--- config.mk ---
export PLATFORM = sky130hd
export DESIGN_NAME = dmem_access_ctrl
export DESIGN_NICKNAME = d
export VERILOG_FILES = /design/src/rtl/dmem_access_ctrl.sv
export SDC_FILE = /design/constraint.sdc
export NUM_CORES = 1
export LEC_CHECK = 0
export CORE_AREA = 2 2 135 137
export CTS_CLUSTER_SIZE = 25
export DETAILED_ROUTE_END_ITERATION = 12
export DIE_AREA = 0 0 137 139
export PLACE_DENSITY_LB_ADDON = 0.25
export SLEW_MARGIN = 20
export SYNTH_ARGS = -nofsm -noshare
export SYNTH_HDL_FRONTEND = slang
export SYNTH_SLANG_ARGS = --single-unit
--- constraint.sdc ---
create_clock -name clk -period 3.9 [get_ports clk]
set_clock_uncertainty 0.15 [all_clocks]
set_input_delay 0.78 -clock clk [delete_from_list [all_inputs] [get_ports clk]]
set_output_delay 0.78 -clock clk [all_outputs]
set_load 0.03 [all_outputs]
--- src/rtl/dmem_access_ctrl.sv ---
// Load/store sequencer between the memory stage and a line-wide L1 data cache.
// Optional pointer-indirect accesses (LDI/STI) are enabled with `define DMEM_INDIRECT_EN.
module dmem_access_ctrl #(
  parameter int LINE_BYTES     = 16,
  parameter int TIMEOUT_CYCLES = 255
) (
  input  logic                    clk,
  input  logic                    reset,
  input  logic                    req_valid,
  input  logic                    req_write,
  input  logic                    req_byte,
  input  logic                    req_indirect,
  input  logic [15:0]             req_addr,
  input  logic [15:0]             req_wdata,
  output logic [15:0]             dmem_address,
  output logic                    dmem_read,
  output logic                    dmem_write,
  output logic [8*LINE_BYTES-1:0] dmem_wdata,
  output logic [LINE_BYTES-1:0]   dmem_byte_enable,
  input  logic                    dmem_resp,
  input  logic [8*LINE_BYTES-1:0] dmem_rdata,
  output logic                    stall,
  output logic                    done,
  output logic [15:0]             rdata_out,
  output logic                    err
);
  localparam int LINE_W = 8 * LINE_BYTES;
  localparam int OFF_W  = $clog2(LINE_BYTES);
  localparam int TCNT_W = (TIMEOUT_CYCLES > 1) ? $clog2(TIMEOUT_CYCLES) : 1;
  localparam logic [TCNT_W-1:0] TCNT_LAST = TCNT_W'((TIMEOUT_CYCLES > 0) ? TIMEOUT_CYCLES - 1 : 0);

`ifdef DMEM_INDIRECT_EN
  typedef enum logic [1:0] {IDLE = 2'd0, ACCESS = 2'd1, IND_PTR = 2'd2, DONE = 2'd3} state_t;
`else
  typedef enum logic [1:0] {IDLE = 2'd0, ACCESS = 2'd1, DONE = 2'd3} state_t;
`endif

  state_t              state, state_nxt;
  logic                wr_q, byte_q;
  logic [15:0]         wdata_q;
  logic [TCNT_W-1:0]   tcnt;
  logic                tmo_hit, req_misalign;
  logic [15:0]         ptr_word;
  logic                ptr_misalign;

  function automatic logic [15:0] extract(input logic [LINE_W-1:0] line,
                                          input logic [15:0] a, input logic b);
    logic [15:0] w;
    w = line[16*a[OFF_W-1:1] +: 16];
    if (b) return {8'h00, (a[0] ? w[15:8] : w[7:0])};
    return w;
  endfunction

  function automatic logic [LINE_BYTES-1:0] line_be(input logic [15:0] a, input logic b);
    if (b) return {{(LINE_BYTES-1){1'b0}}, 1'b1} << a[OFF_W-1:0];
    return {{(LINE_BYTES-2){1'b0}}, 2'b11} << {a[OFF_W-1:1], 1'b0};
  endfunction

  function automatic logic [LINE_W-1:0] line_wdata(input logic [15:0] d, input logic b);
    if (b) return {LINE_BYTES{d[7:0]}};
    return {(LINE_BYTES/2){d}};
  endfunction

  // A response arriving in the expiry cycle still completes normally.
  assign tmo_hit      = (TIMEOUT_CYCLES != 0) && (tcnt == TCNT_LAST) && !dmem_resp;
  assign ptr_word     = extract(dmem_rdata, dmem_address, 1'b0);
  assign ptr_misalign = !byte_q && ptr_word[0];
`ifdef DMEM_INDIRECT_EN
  assign req_misalign = req_addr[0] && (!req_byte || req_indirect);
`else
  assign req_misalign = req_addr[0] && !req_byte;
  logic unused_indirect;
  assign unused_indirect = req_indirect;
`endif

  always_ff @(posedge clk or posedge reset) begin
    if (reset) state <= IDLE;
    else       state <= state_nxt;
  end

  always_comb begin
    state_nxt = state;
    case (state)
      IDLE: begin
        if (req_valid) begin
          if (req_misalign)      state_nxt = DONE;
`ifdef DMEM_INDIRECT_EN
          else if (req_indirect) state_nxt = IND_PTR;
`endif
          else                   state_nxt = ACCESS;
        end
      end
      ACCESS: if (dmem_resp || tmo_hit) state_nxt = DONE;
`ifdef DMEM_INDIRECT_EN
      IND_PTR: begin
        if (dmem_resp)    state_nxt = ptr_misalign ? DONE : ACCESS;
        else if (tmo_hit) state_nxt = DONE;
      end
`endif
      DONE:    state_nxt = IDLE;
      default: state_nxt = IDLE;
    endcase
  end

  always_comb begin
    stall            = 1'b0;
    dmem_read        = 1'b0;
    dmem_write       = 1'b0;
    done             = 1'b0;
    dmem_byte_enable = '0;
    dmem_wdata       = '0;
    case (state)
      IDLE: stall = req_valid;
      ACCESS: begin
        stall      = 1'b1;
        dmem_read  = !wr_q;
        dmem_write = wr_q;
        if (wr_q) begin
          dmem_byte_enable = line_be(dmem_address, byte_q);
          dmem_wdata       = line_wdata(wdata_q, byte_q);
        end
      end
`ifdef DMEM_INDIRECT_EN
      IND_PTR: begin
        stall     = 1'b1;
        dmem_read = 1'b1;
      end
`endif
      DONE:    done = 1'b1;
      default: ;
    endcase
  end

  // Request payload; only observed while a strobe is up, so no reset needed.
  always_ff @(posedge clk) begin
    if (state == IDLE && req_valid) begin
      wr_q    <= req_write;
      byte_q  <= req_byte;
      wdata_q <= req_wdata;
    end
  end

  always_ff @(posedge clk or posedge reset) begin
    if (reset) begin
      dmem_address <= '0;
      rdata_out    <= '0;
      err          <= 1'b0;
      tcnt         <= '0;
    end else begin
      case (state)
        IDLE: begin
          if (req_valid) begin
            dmem_address <= req_addr;
            err          <= req_misalign;
            tcnt         <= '0;
          end
        end
        ACCESS: begin
          if (dmem_resp) begin
            err <= 1'b0;
            if (!wr_q) rdata_out <= extract(dmem_rdata, dmem_address, byte_q);
          end else if (tmo_hit) begin
            err       <= 1'b1;
            rdata_out <= '0;
          end else begin
            tcnt <= tcnt + 1'b1;
          end
        end
`ifdef DMEM_INDIRECT_EN
        IND_PTR: begin
          if (dmem_resp) begin
            dmem_address <= ptr_word;
            err          <= ptr_misalign;
            tcnt         <= '0;
          end else if (tmo_hit) begin
            err       <= 1'b1;
            rdata_out <= '0;
          end else begin
            tcnt <= tcnt + 1'b1;
          end
        end
`endif
        default: ;
      endcase
    end
  end
endmodule
Word-level counts from Yosys, hierarchy flattened
Index checks and enable logic that the tools add are counted.
- register bits: 61
- input bits: 167
- output and inout bits: 181
- logic and storage cells: 72
- add/sub/neg operators: 1
- equal/unequal tests: 9
- shifts and indexed selects: 3
- mux-type cells: 36
- reductions and logical operators: 15
- operators with widths (operator ; count):
    $mux W128 ; 4
    $mux W16 ; 9
    $shiftx A128 B8 Y16 ; 1
    $mux W8 ; 4
    $pmux W8 S2 ; 1
    $shl A1 B4 Y16 const A ; 1
    $shl A2 B4 Y16 const A ; 1
    $mux W1 ; 12
    $ne A2 B2 Y1 const B ; 5
    $add A8 B1 Y8 const B ; 1
    $eq A8 B8 Y1 const B ; 1
    $mux W2 ; 3
    $reduce_and A3 Y1 ; 2
    $pmux W1 S2 ; 2
    $pmux W2 S2 ; 1
    $reduce_and A2 Y1 ; 2
    $reduce_and A4 Y1 ; 1
    $reduce_bool A2 Y1 ; 2
    $logic_and A1 B1 Y1 ; 3
    $logic_not A1 Y1 ; 3
    $ne A3 B3 Y1 const B ; 1
    $eq A2 B1 Y1 const B ; 1
    $eq A2 B2 Y1 const B ; 1
    $logic_not A2 Y1 ; 1
    $logic_or A1 B1 Y1 ; 1

Depth between registers and ports, before layout
- depth in word-level cells: 7
- depth in mapped cells: 8
- gate-level depth less buffers: 6

Least setup slack after synthesis
OpenSTA, ideal clock, no wires.
- path kind: register to output
- start point: reg state[1]
- end point: out dmem_wdata[100]
- arrival: 2.095 ns
- required time: 2.970 ns
- path slack: 0.875 ns
- stages on the path, launching flop included: 7
- path through: dfrtp_1 buf_2 nand3b_1 inv_1 clkbuf_1 and2_1 buf_4
- cells in the longest elaborated chain, start to end: 2
- RTL lines (what ; RTL line ; text):
    start: declaration ; 38 ; state_t state, state_nxt;
    start signal: assignment ; 78 ; else state <= state_nxt;
    $eq A2 B1 Y1 ; 112 ; case (state)
    $mux W128 ; 112 ;
    end: declaration ; 18 ; output logic [8*LINE_BYTES-1:0] dmem_wdata,
No other way between the ends.

Worst setup path after layout
- start point: reg state[1]
- end point: out dmem_byte_enable[9]
- cells in the longest elaborated chain, start to end: 2
- RTL lines (what ; RTL line ; text):
    $eq A2 B1 Y1 ; 112 ;
    $mux W16 ; 112 ;
    end: declaration ; 19 ; output logic [LINE_BYTES-1:0] dmem_byte_enable,
No other way between the ends.

==> results_dict.tcl <==
set metrics [dict create \
    overflow 0 \
    ff2ff_path_depth 4 \
    synth_fa_ha_area_share_pct 0.555 \
    grt_pass1_wl_mm 24.0 \
    end_kind "output port" \
    synth_enable_flop_cells 18 \
    final_cell_mix "346 x clkdlybuf4s50_1, 68 x nand2_1, 42 x dfrtp_1" \
    first_pass_iters 4 \
    die_h_um 139 \
    cts_setup_buffers 0 \
    vias 4126 \
    synth-seq-cells 61 \
    synth_area_per_cell_um2 9.93 \
    ys.flop_type "dfrtp_1" \
    path_buf_inv 2 \
    finalHoldViolCount 0 \
    min_period_over_period_pct 89.9 \
    crit_fanout 12 \
    insertion_delay_ns 0.33 \
    finalWorstSetupSlack_ns 0.394 \
    drt_wl_total_mm 16.0 \
    crit_chain "nand3b_1, inv_1, nand3_1, nor2_1, clkdlybuf4s50_1" \
    synth_xor_area_share_pct 0.583 \
    clock.fmax_ghz 0.285 \
    slowest_delay_ns 0.69 \
    grt_max_degree 44 \
    cts_buffers 9 \
    antennaDiodeCount 0 \
    route.detailed.drc 0 \
    synth-seq-area-share_pct 35.8 \
    final_cells 919 \
    final_common_cell "clkdlybuf4s50_1" \
    synth_top_family_by_area "buffers and inverters" \
    h-tree-depth 3 \
    final_nets 854 \
    ys_types 52 \
    num_rows 49 \
    die_area_um2 19000 \
    clk_pin_slew_worst_paths_ns 0.05 \
    core_area_um2 17700 \
    gr-usage-met1_pct 20.9 \
    path_class "register to output port" \
    via_per_inst 4.49 \
    placedCellCount 903 \
    drt_first_iter_violations 134 \
    setup_viol 0 \
    period_minus_slack_ns 3.51 \
    postRouteAntennaNets 0 \
    syn_nets 623 \
    placed_area_um2 7370 \
    critPathLaunchType "register" \
    slew_headroom_pct 36.5 \
    die_w_um 137 \
    worst_pin_slew_ns 0.952 \
    drv_cap 0 \
    endpoint "dmem_byte_enable[9]" \
    ctsHoldBuffers 0 \
    start_util_pct 25.5 \
    clockBufferDepth 2 \
    routedWlPerCell_um 17.4 \
    top_level_ports 348 \
    grtUsageMet3_pct 5.19 \
    grt_usage_pct 16.7 \
    gp_congestion 0.918 \
    cp_num_cells 5 \
    portBuffers 346 \
    cts.sinks 61 \
    synth_compound_area_share_pct 7.60 \
    reg2reg_from "dmem_address[2]$_DFFE_PP0P_" \
    top_usage_layer "met2" \
    antenna_found_initial 0 \
    power_density_nw_per_um2 680 \
    cts_root_buf "clkbuf_16" \
    status "complete, no violations" \
    drive_gt1_share_pct 8.99 \
    timing.rr.end "rdata_out[2]$_DFFE_PP0P_" \
    post-place-ws_ns 0.722 \
    tns_ns 0 \
    total_power_uw 5200 \
    cts_tree "built" \
    rsz0062_at_grt "false" \
    crit_required_ns 2.97 \
    synth_cells 454 \
    met2_usage_pct 28.1 \
    grt_pass1_vias 4112 \
    fin_area_um2 7650 \
    syn-cell-area_um2 4510 \
    yosysWarnings 0 \
    cpMaxStageDelayCell "clkdlybuf4s50_1" \
    cp.arrival_ns 2.58 \
    r2r_setup_slack_ns 1.53 \
    static-leakage-power_uw 0.00295 \
    holdCritPathClass "register to register" \
    vdd_ir_drop_max_uv 310 \
    drv_slew 0 \
    holdPathStages 2 \
    areaGrowthSynthToFinish_pct 69.6 \
    crit_family "buffers and inverters" \
    dp.final_hpwl_mm 13.0 \
    synthArstFlopShare_pct 70.5 \
    synthSimpleGateAreaFrac_pct 14.5 \
    synthMuxAreaShare_pct 19.4 \
    cts_resized 0 \
    crit_path_start "state[1]$_DFFE_PP0P_" \
]
==> worst min-delay path by stage <==
stage                                       startpoint                      endpoint
after floorplan                    tcnt[4]$_DFFE_PP0P_           tcnt[4]$_DFFE_PP0P_
after global placement    dmem_address[13]$_DFFE_PP0P_  dmem_address[13]$_DFFE_PP0P_
after detailed placement   dmem_address[4]$_DFFE_PP0P_   dmem_address[4]$_DFFE_PP0P_
after CTS                     rdata_out[3]$_DFFE_PP0P_      rdata_out[3]$_DFFE_PP0P_
after global routing      dmem_address[15]$_DFFE_PP0P_  dmem_address[15]$_DFFE_PP0P_
final                      dmem_address[7]$_DFFE_PP0P_   dmem_address[7]$_DFFE_PP0P_
==> per-layer routing <==
metal,vias to the layer above,wire length (µm)
li1,1941,-
met4,0,221
met1,1937,6500
met5,-,0
met2,233,7960
met3,15,1330
==> sequential cells by signal (all words and copies together), names as in the netlist <==
name          cells
byte_q            1
dmem_address     16
err               1
rdata_out        16
state             2
tcnt              8
wdata_q          16
wr_q              1
==> cells in the mapped netlist, types with 2 or more instances <==
cell,count,area [µm²]
buf_4,113,848
nand2_1,68,255
dfrtp_1,43,1080
nor2_1,37,139
mux4_2,23,518
mux2i_1,21,210
edfxtp_1,18,541
mux2_2,13,146
buf_2,12,60.1
and2_1,9,56.3
inv_1,8,30.0
o21ai_0,7,35.0
clkbuf_1,6,22.5
nand3_1,6,30.0
nand2b_1,5,31.3
nor2b_1,5,31.3
a211oi_1,4,30.0
a21oi_1,4,20.0
a221o_1,4,40.0
a22o_1,4,35.0
o221ai_1,3,26.3
o22ai_1,3,18.8
and3_1,2,12.5
buf_1,2,7.51
ha_1,2,25.0
nand3b_1,2,15.0
nor3_1,2,10.0
o211ai_1,2,15.0
o32ai_1,2,17.5
xnor2_1,2,17.5
==> power breakdown <==
part           total, µW  internal, µW  switching (µW)
logic               3410          1470            1940
registers           1060           884             177
clock network        730           445             285
total               5200          2800            2400
==> worst register-to-register path, cell delays in order, from the launching register on <==
cell	delay (ns)
dfrtp_2	0.42
buf_4	0.49
mux4_2	0.61
mux2_2	0.30
a221o_1	0.29
==> through the flow <==
step                hold slack [ns]  util [%]
floorplan                     0.329         -
global placement              0.310      41.8
detailed placement            0.314      41.8
CTS                           0.329      43.3
global route                  0.345      43.3
finish                        0.321      43.3
==> cells by family (layout without fill, tap and decap cells) <==
kind of cell,after synthesis,after routing
multiplexers,57,57
adder cells (fa/ha/maj),2,2
AO/OA/AOI/OAI,45,45
AND/OR/NAND/NOR,144,144
XOR/XNOR,3,3
flip-flops,61,61
buffers and inverters,142,378
==> final cells by class <==
cell class                 count  area (µm²)
multi-input combinational    251        1920
clock buffer                  12         246
fill                        1645       10000
clock inverter                 4        25.0
sequential                    61        1620
tap                          229         287
timing repair buffer         353        3520
inverter                       9        33.8
Power figures use the tool's default switching activity.
